**src/rtl/rng_pkg.sv**
```systemverilog
// Shared types and helpers for the multi-channel LFSR random source.
package rng_pkg;

  typedef enum logic [1:0] {
    LOAD   = 2'd0,
    WARMUP = 2'd1,
    RUN    = 2'd2
  } fsm_e;

  localparam int unsigned MAX_W        = 64;
  localparam logic [31:0] DEF_TAP_MASK = 32'h8020_0003;
  localparam logic [31:0] DEF_SEED     = 32'hACE1_2469;

  // Fibonacci step on a zero-extended state: shift left, parity of tapped bits into LSB.
  function automatic logic [MAX_W-1:0] lfsr_next(input logic [MAX_W-1:0] state,
                                                 input logic [MAX_W-1:0] mask);
    return {state[MAX_W-2:0], ^(state & mask)};
  endfunction

endpackage

```
**src/rtl/rng_out_slot.sv**
```systemverilog
// One output channel: holding register with valid/ready handshake and fresh tracking.
// RNG_RANGE_EN restricts captured values to below RANGE_MAX.
module rng_out_slot #(
  parameter int unsigned OUT_W     = 3,
  parameter int unsigned RANGE_MAX = 6
) (
  input  logic             Clk,
  input  logic             Reset,
  input  logic             i_flush,
  input  logic             i_run,
  input  logic             i_set_fresh,
  input  logic [OUT_W-1:0] i_slice,
  input  logic             i_ready,
  output logic             o_valid,
  output logic [OUT_W-1:0] o_data
);

`ifdef RNG_RANGE_EN
  localparam bit RANGE_EN = 1'b1;
`else
  localparam bit RANGE_EN = 1'b0;
`endif

  logic             r_valid;
  logic             r_fresh;
  logic [OUT_W-1:0] r_data;
  logic             w_take;
  logic             w_in_range;

  // An out-of-range slice still consumes the fresh flag so the channel waits for the next step.
  assign w_in_range = !RANGE_EN || (32'(i_slice) < RANGE_MAX);
  assign w_take     = i_run && r_fresh && (!r_valid || i_ready);

  always_ff @(posedge Clk or posedge Reset) begin
    if (Reset) begin
      r_valid <= 1'b0;
      r_fresh <= 1'b0;
      r_data  <= '0;
    end else if (i_flush) begin
      r_valid <= 1'b0;
      r_fresh <= 1'b0;
    end else begin
      if (w_take && w_in_range) begin
        r_valid <= 1'b1;
        r_data  <= i_slice;
      end else if (r_valid && i_ready) begin
        r_valid <= 1'b0;
      end
      if (i_set_fresh) begin
        r_fresh <= 1'b1;
      end else if (w_take) begin
        r_fresh <= 1'b0;
      end
    end
  end

  assign o_valid = r_valid;
  assign o_data  = r_data;

endmodule

```
**src/rtl/lfsr_multi_rng.sv**
```systemverilog
// Multi-channel LFSR random source with reseed, warm-up discard and lockup recovery.
// Optional build macro RNG_RANGE_EN limits channel values to below RANGE_MAX.
module lfsr_multi_rng #(
  parameter int unsigned      WIDTH     = 32,
  parameter logic [WIDTH-1:0] TAP_MASK  = WIDTH'(rng_pkg::DEF_TAP_MASK),
  parameter logic [WIDTH-1:0] DEF_SEED  = WIDTH'(rng_pkg::DEF_SEED),
  parameter int unsigned      NUM_CH    = 2,
  parameter int unsigned      OUT_W     = 3,
  parameter int unsigned      WARM_CYC  = 4,
  parameter int unsigned      RANGE_MAX = 6
) (
  input  logic                    Clk,
  input  logic                    Reset,
  input  logic [WIDTH-1:0]        seed,
  input  logic                    seed_load,
  input  logic                    step_en,
  input  logic [NUM_CH-1:0]       rd_ready,
  output logic [NUM_CH-1:0]       rd_valid,
  output logic [NUM_CH*OUT_W-1:0] rd_data,
  output logic                    busy,
  output logic                    lockup
);
  import rng_pkg::*;

  localparam int unsigned CNT_W = (WARM_CYC > 1) ? $clog2(WARM_CYC) : 1;

  fsm_e             r_fsm;
  logic [WIDTH-1:0] r_state;
  logic [WIDTH-1:0] r_seed_q;
  logic [CNT_W-1:0] r_warm_cnt;
  logic             r_lockup;

  logic [WIDTH-1:0] w_next;
  logic             w_zero;
  logic             w_in_run;
  logic             w_warm_done;
  logic             w_flush;
  logic             w_capture_en;
  logic             w_set_fresh;

  assign w_next      = WIDTH'(lfsr_next(64'(r_state), 64'(TAP_MASK)));
  assign w_zero      = (r_state == '0);
  assign w_in_run    = (r_fsm == RUN);
  assign w_warm_done = (r_warm_cnt == CNT_W'(WARM_CYC - 1));

  // Reseed and lockup recovery both discard anything the channels hold.
  assign w_flush      = seed_load || (r_fsm == LOAD) || (w_in_run && w_zero);
  assign w_capture_en = w_in_run && !w_zero && !seed_load;
  assign w_set_fresh  = !seed_load &&
                        ((w_capture_en && step_en) || ((r_fsm == WARMUP) && w_warm_done));

  always_ff @(posedge Clk or posedge Reset) begin
    if (Reset) begin
      r_fsm      <= WARMUP;
      r_state    <= DEF_SEED;
      r_seed_q   <= '0;
      r_warm_cnt <= '0;
      r_lockup   <= 1'b0;
    end else begin
      r_lockup <= 1'b0;
      if (seed_load) begin
        r_seed_q <= seed;
        r_fsm    <= LOAD;
      end else begin
        case (r_fsm)
          LOAD: begin
            r_state    <= (r_seed_q == '0) ? DEF_SEED : r_seed_q;
            r_warm_cnt <= '0;
            r_fsm      <= WARMUP;
          end
          WARMUP: begin
            r_state <= w_next;
            if (w_warm_done) begin
              r_warm_cnt <= '0;
              r_fsm      <= RUN;
            end else begin
              r_warm_cnt <= r_warm_cnt + CNT_W'(1);
            end
          end
          RUN: begin
            if (w_zero) begin
              r_state    <= DEF_SEED;
              r_lockup   <= 1'b1;
              r_warm_cnt <= '0;
              r_fsm      <= WARMUP;
            end else if (step_en) begin
              r_state <= w_next;
            end
          end
          default: r_fsm <= WARMUP;
        endcase
      end
    end
  end

  for (genvar i = 0; i < NUM_CH; i++) begin : g_ch
    rng_out_slot #(
      .OUT_W     (OUT_W),
      .RANGE_MAX (RANGE_MAX)
    ) u_slot (
      .Clk         (Clk),
      .Reset       (Reset),
      .i_flush     (w_flush),
      .i_run       (w_capture_en),
      .i_set_fresh (w_set_fresh),
      .i_slice     (r_state[i*OUT_W +: OUT_W]),
      .i_ready     (rd_ready[i]),
      .o_valid     (rd_valid[i]),
      .o_data      (rd_data[i*OUT_W +: OUT_W])
    );
  end

  assign busy   = !w_in_run;
  assign lockup = r_lockup;

endmodule

```
**config.mk**
```make
export PLATFORM = sky130hd
export DESIGN_NAME = lfsr_multi_rng
export DESIGN_NICKNAME = d
export VERILOG_FILES = /design/src/rtl/rng_pkg.sv /design/src/rtl/rng_out_slot.sv /design/src/rtl/lfsr_multi_rng.sv
export SDC_FILE = /design/constraint.sdc
export NUM_CORES = 1
export LEC_CHECK = 0
export BUFFER_PORTS_ARGS = -buffer_cell sky130_fd_sc_hd__buf_4
export CAP_MARGIN = 25
export CORE_UTILIZATION = 40
export DETAILED_ROUTE_END_ITERATION = 8
export PLACE_DENSITY_LB_ADDON = 0.3
export SKIP_LAST_GASP = 1
export SLEW_MARGIN = 10
export SYNTH_ARGS = -nofsm -noshare
export SYNTH_HDL_FRONTEND = slang
export SYNTH_SLANG_ARGS = --single-unit
```
**constraint.sdc**
```tcl
create_clock -name Clk -period 4.07 [get_ports Clk]
set_clock_uncertainty 0.05 [all_clocks]
set_input_delay 0.814 -clock Clk [delete_from_list [all_inputs] [get_ports Clk]]
set_output_delay 0.814 -clock Clk [all_outputs]
set_load 0.01 [all_outputs]
```
Word-level counts from Yosys, hierarchy flattened
Cells that the tools add are included.
- bits in registers: 79
- output and inout bits: 10
- $add $sub $neg: 1
- equal/unequal tests: 7
- mux-type cells: 26
- bitwise operators: 2
- reductions and logical operators: 36
- operators by type and width (operator ; count):
    $mux W32 ; 3
    $pmux W32 S3 ; 1
    $logic_not A32 Y1 ; 2
    $reduce_xor A64 Y1 ; 1
    $mux W1 ; 15
    $reduce_bool A3 Y1 ; 5
    $logic_and A1 B1 Y1 ; 12
    $mux W2 ; 5
    $ne A3 B3 Y1 const B ; 3
    $pmux W2 S3 ; 1
    $reduce_and A2 Y1 ; 3
    $reduce_and A3 Y1 ; 2
    $logic_not A1 Y1 ; 5
    $logic_or A1 B1 Y1 ; 5
    $eq A2 B2 Y1 const B ; 2
    $pmux W2 S2 ; 1
    $add A2 B1 Y2 const B ; 1
    $eq A2 B1 Y1 const B ; 1
    $logic_not A2 Y1 ; 1
    $ne A2 B2 Y1 const B ; 1
    $not A1 Y1 ; 2

Logic depth before layout (Yosys ltp)
- depth in word-level cells: 9
- mapped depth: 9
- mapped depth without buffers: 7

Cells and area by module
A second synthesis with hierarchy kept.
- cell total of the unflattened synthesis: 380
- area, all modules: 4077.7 µm²
- modules (own cells, without submodules) (module ; times used ; cells each ; area an instance (µm²) ; seq. area each (µm²)):
    lfsr_multi_rng ; 1 ; 344 ; 3642.2 ; 1745.4
    rng_out_slot ; 2 ; 18 ; 217.7 ; 125.1

Worst setup path before layout
OpenSTA, ideal clock, no wires.
- kind: input to register
- start point: input seed_load
- end point: register r_seed_q[0]
- setup time: 0.125 ns
- arrival time: 1.954 ns
- required time: 3.895 ns
- setup slack: 1.942 ns
- cell stages on the path: 4
- path buffers: 3
- cells stage by stage: clkbuf_1 clkbuf_1 clkbuf_1 mux2_2
- RTL lines (element ; line ; source):
    start, declared ; lfsr_multi_rng.sv:15 ; input logic seed_load,
    end signal, assigned ; lfsr_multi_rng.sv:56 ; r_seed_q <= '0;
    end signal, assigned ; lfsr_multi_rng.sv:62 ; r_seed_q <= seed;
    end, declared ; lfsr_multi_rng.sv:29 ; logic [WIDTH-1:0] r_seed_q;
No word-level cell between the ends.

Final worst setup path
- start point: register r_fsm[0]
- end point: register r_state[15]
- longest elaborated chain between the ends: 3
- elaborated cells on any way between the ends: 7
- those cells by class: eq/ne (3); mux (1); reduce/logical (3)
- RTL lines (element ; line ; source):
    start, declared ; lfsr_multi_rng.sv:27 ; fsm_e r_fsm;
    start signal, assigned ; lfsr_multi_rng.sv:54 ; r_fsm <= WARMUP;
    start signal, assigned ; lfsr_multi_rng.sv:63 ; r_fsm <= LOAD;
    start signal, assigned ; lfsr_multi_rng.sv:69 ; r_fsm <= WARMUP;
    $eq A2 B2 Y1, or another cell as far along ; lfsr_multi_rng.sv:65 ; case (r_fsm)
    $ne A3 B3 Y1 (no source line) / $reduce_bool A3 Y1 (equally long branches) ; n/a ;
    $reduce_and A3 Y1 (no source line) ; n/a ;
    end signal, assigned ; lfsr_multi_rng.sv:67 ; r_state <= (r_seed_q == '0) ? DEF_SEED : r_seed_q;
    end signal, assigned ; lfsr_multi_rng.sv:72 ; r_state <= w_next;
    end signal, assigned ; lfsr_multi_rng.sv:87 ; r_state <= w_next;
    end, declared ; lfsr_multi_rng.sv:28 ; logic [WIDTH-1:0] r_state;
Several ways; a longest one is shown, not always the timed one.
A chain may end at the register's enable or synchronous reset.

==> summary.md <==
| Metric | Value |
|---|---|
| Status | `finished, violations left` |
| Failing checks | `DRC` |
| Hold Startpoint | `r_state[0]$_DFFE_PP1P_` |
| Fin. Hold Viols | `0` |
| Drt first pass iters | `6` |
| Clock slew seen by the registers of the worst setup and hold paths | `70 ps` |
| Worst Setup Path Type | `reg2reg` |
| Dpl hpwl | `5.74 mm` |
| Reg-to-Reg End | `r_state[15]$_DFFE_PP0P_` |
| Core Region | `9200 sq um` |
| Die Wd | `just under 100 um` |
| Final wirelength | `8.59 mm` |
| DIE AREA | `9810 sq um` |
| Layout cells sized above 1 | `about a third` |
| Dominant cell by count in the synthesized netlist | `dfrtp_1` |
| Postcts setup bufs | `0` |
| FF/Latch Area | `2000 sq um` |
| Vias in the first global route | `2771` |
| Hold Path Depth | `2` |
| Slew HR | `slightly below 40%` |
| Area Growth Syn to Fin | `16.3%` |
| Pin count of the biggest net entering global routing | `80` |
| Syn Inst Count | `330` |
| Htree depth | `3` |
| Fin. max-slew vios | `0` |
| R2r startpoint | `r_fsm[0]$_DFFE_PP1P_` |
| Asr flop ratio synth | `100%` |
| Mapped Area | `3770 sq um` |
| Port buffer count | `between 40 and 50` |
| Total track usage | `approximately a fifth` |
| # IOs | `48` |
| Die height | `99.1 um` |
| IR drop worst, VDD | `0.000213 V` |
| Tot Pwr | `1.76 mW` |
| Mean Syn Cell Area | `11.4 sq um` |
| Layout Utilization | `around 48%` |
| Crit end category | `flip-flop` |
| Post-synth cell types | `36` |
| WP data arrival | `roughly 3100 ps` |
| Syn Nets | `~370` |
| Number of flops mapped to enable cells by yosys | `0` |
| First-pass GRT wire length | `14.4 mm` |
| RSZ-0062 raised after global routing | `false` |
| Hold path endpoint | `r_state[0]$_DFFE_PP1P_` |
| R2R cell count | `5` |
| CP required | `between 4000 and 5000 ps` |
| Via count | `2765` |
| Hold buffer count at CTS | `0` |
| Footprint of the multi-input gates | `1650 sq um` |
| Setup TNS | `0 ps` |
| Fillers | `883` |
| CTS Buf Count | `9` |
| Synth cell count leaders | `64 x dfrtp_1, 38 x mux2_2, 31 x a21oi_1, 25 x o21ai_0, 19 x mux2i_1` |
| Nets@finish | `416` |
| Antenna violations before repair | `0` |
| Top cell type's share of synthesized area | `42.5%` |
| Ant diodes | `0` |
| Ranking of synthesized cells by area | `dfrtp_1 42%, mux2_2 11%, dfstp_2 10%, mux2i_1 5.0%, a21oi_1 4.1%` |
| Post-route insts no fill | `487` |
| WL per Instance | `17.6 um` |
| Hold Path Class | `reg2reg` |
| Fmax achieved | `339 MHz` |
| Clk sinks | `79` |
| Main flop type after synthesis | `dfrtp_1` |
| WHS | `460 ps` |
| Initial core utilization | `41.0%` |
| CTS resizes | `0` |
| ANT nets after route | `0` |
| Crit path launch type | `flip-flop` |
| Slew @ Worst Pin | `908 ps` |
| Reg-to-reg slack, setup | `1120 ps` |
| Inst Count DP | `471` |
| Clk root buf | `clkbuf_8` |
| Pwr dens | `roughly 400 nW/um^2` |
| Routed vias/inst | `5.68` |
| Gpl congestion | `0.795` |
| Tcrit/Tclk final | `between 70% and 80%` |
| Count of yosys warnings during synthesis | `0` |
| DRC Markers | `2` |
| Min Tclk post-route | `around 3000 ps` |
| Flops & latches, synth | `79` |
| Number of DRC markers in iteration 0 | `124` |
| Congestion Overflow GR | `0` |
| Cell taking the most area after synthesis | `dfrtp_1` |
| Clk_lat worst skew | `around 350 ps` |
| Pleak | `about 1.9 nW` |
| Max-cap viol count | `0` |
| Final Setup Violations | `0` |
| CTS tree | `done` |
| Sequential element share of the synthesized area | `53.0%` |
| Row cnt | `35` |
| Crit Path Max Fanout | `20` |
| Clock buffer depth | `2` |
## where the power goes
group | switching, mW | internal (mW) | total, mW | leakage (nW)
logic | 0.138 | 0.145 | 0.283 | 0.817
clock network | 0.272 | 0.232 | 0.504 | 0.0850
registers | 0.0833 | 0.890 | 0.974 | 0.953
total | 0.494 | 1.27 | 1.76 | 1.85
## worst max path at each step
stage / end / startpoint / cells after the start
global placement: r_state[2]$_DFFE_PP0P_ / r_fsm[0]$_DFFE_PP1P_ / 5
CTS: r_state[15]$_DFFE_PP0P_ / r_fsm[0]$_DFFE_PP1P_ / 5
floorplan: g_ch[0].u_slot.o_data[0]$_DFFE_PP0P_ / Reset / 1
detailed placement: r_state[25]$_DFFE_PP0P_ / r_fsm[0]$_DFFE_PP1P_ / 5
finish: r_state[15]$_DFFE_PP0P_ / r_fsm[0]$_DFFE_PP1P_ / 5
global route: r_state[11]$_DFFE_PP0P_ / r_fsm[0]$_DFFE_PP1P_ / 5
## flip-flops by register name, indices dropped and copies added, names as in the netlist
register,count
r_fsm,2
g_ch.u_slot.r_fresh,2
lockup,1
g_ch.u_slot.o_valid,2
g_ch.u_slot.o_data,6
r_warm_cnt,2
r_seed_q,32
r_state,32
## cell type report
class,count,area share (%)
multi-input combinational,222,37.6
sequential,79,45.5
tap,111,3.17
inverter,7,0.600
timing repair buffer,53,9.37
clock inverter,4,0.514
clock buffer,11,3.23
## worst max-delay path: stages (launching register included)
cell and delay, ps:
dfstp_2 550, inv_1 70, ha_1 720, buf_4 410, nor3b_4 810, o31ai_1 160
## placed cells by master, fill, tap and decap left out, drive strengths merged
cell type  count
o21ai         26
a31oi         15
mux2          38
o211a          1
dfrtp         64
mux2i         19
xnor2          1
nand4          6
nor3           4
a21oi         31
nor4b          1
nor4          15
dfstp         15
nand2b         5
clkinvlp       1
nand2          6
nand3b         2
o211ai         1
inv            7
ha             6
o21ba          1
o21a           1
o32ai          1
nor3b          1
or2            1
nor2           7
xor2           1
o31ai         18
buf           53
clkbuf        11
nor2b         14
clkinv         3
## routing by layer
layer,share of wire [%],up-vias,GRT usage (%)
li1,-,1300,-
met1,48,1381,26.2
met2,46,78,29.7
met3,5.6,6,4.33
met4,0.92,0,4.07
met5,0,-,0
## per-stage QoR
step / cell area (sq um) / setup slack [ps]
after floorplan: 3770 / 1210
after detailed placement: 4200 / 1160
final: 4380 / 1120
after global placement: 4190 / 1250
after global routing: 4380 / 966
after CTS: 4360 / 1150
## cell families after synthesis
logic type               Yosys count  synth area share [%]
AO/OA/AOI/OAI                     95                  14.9
multiplexers                      57                  16.4
adder cells (fa/ha/maj)            6                  1.99
AND/OR/NAND/NOR                   62                  9.89
buffers and inverters             29                  3.35
XOR/XNOR                           2                 0.465
flip-flops                        79                  53.0
Power figures use the tool's default switching activity.
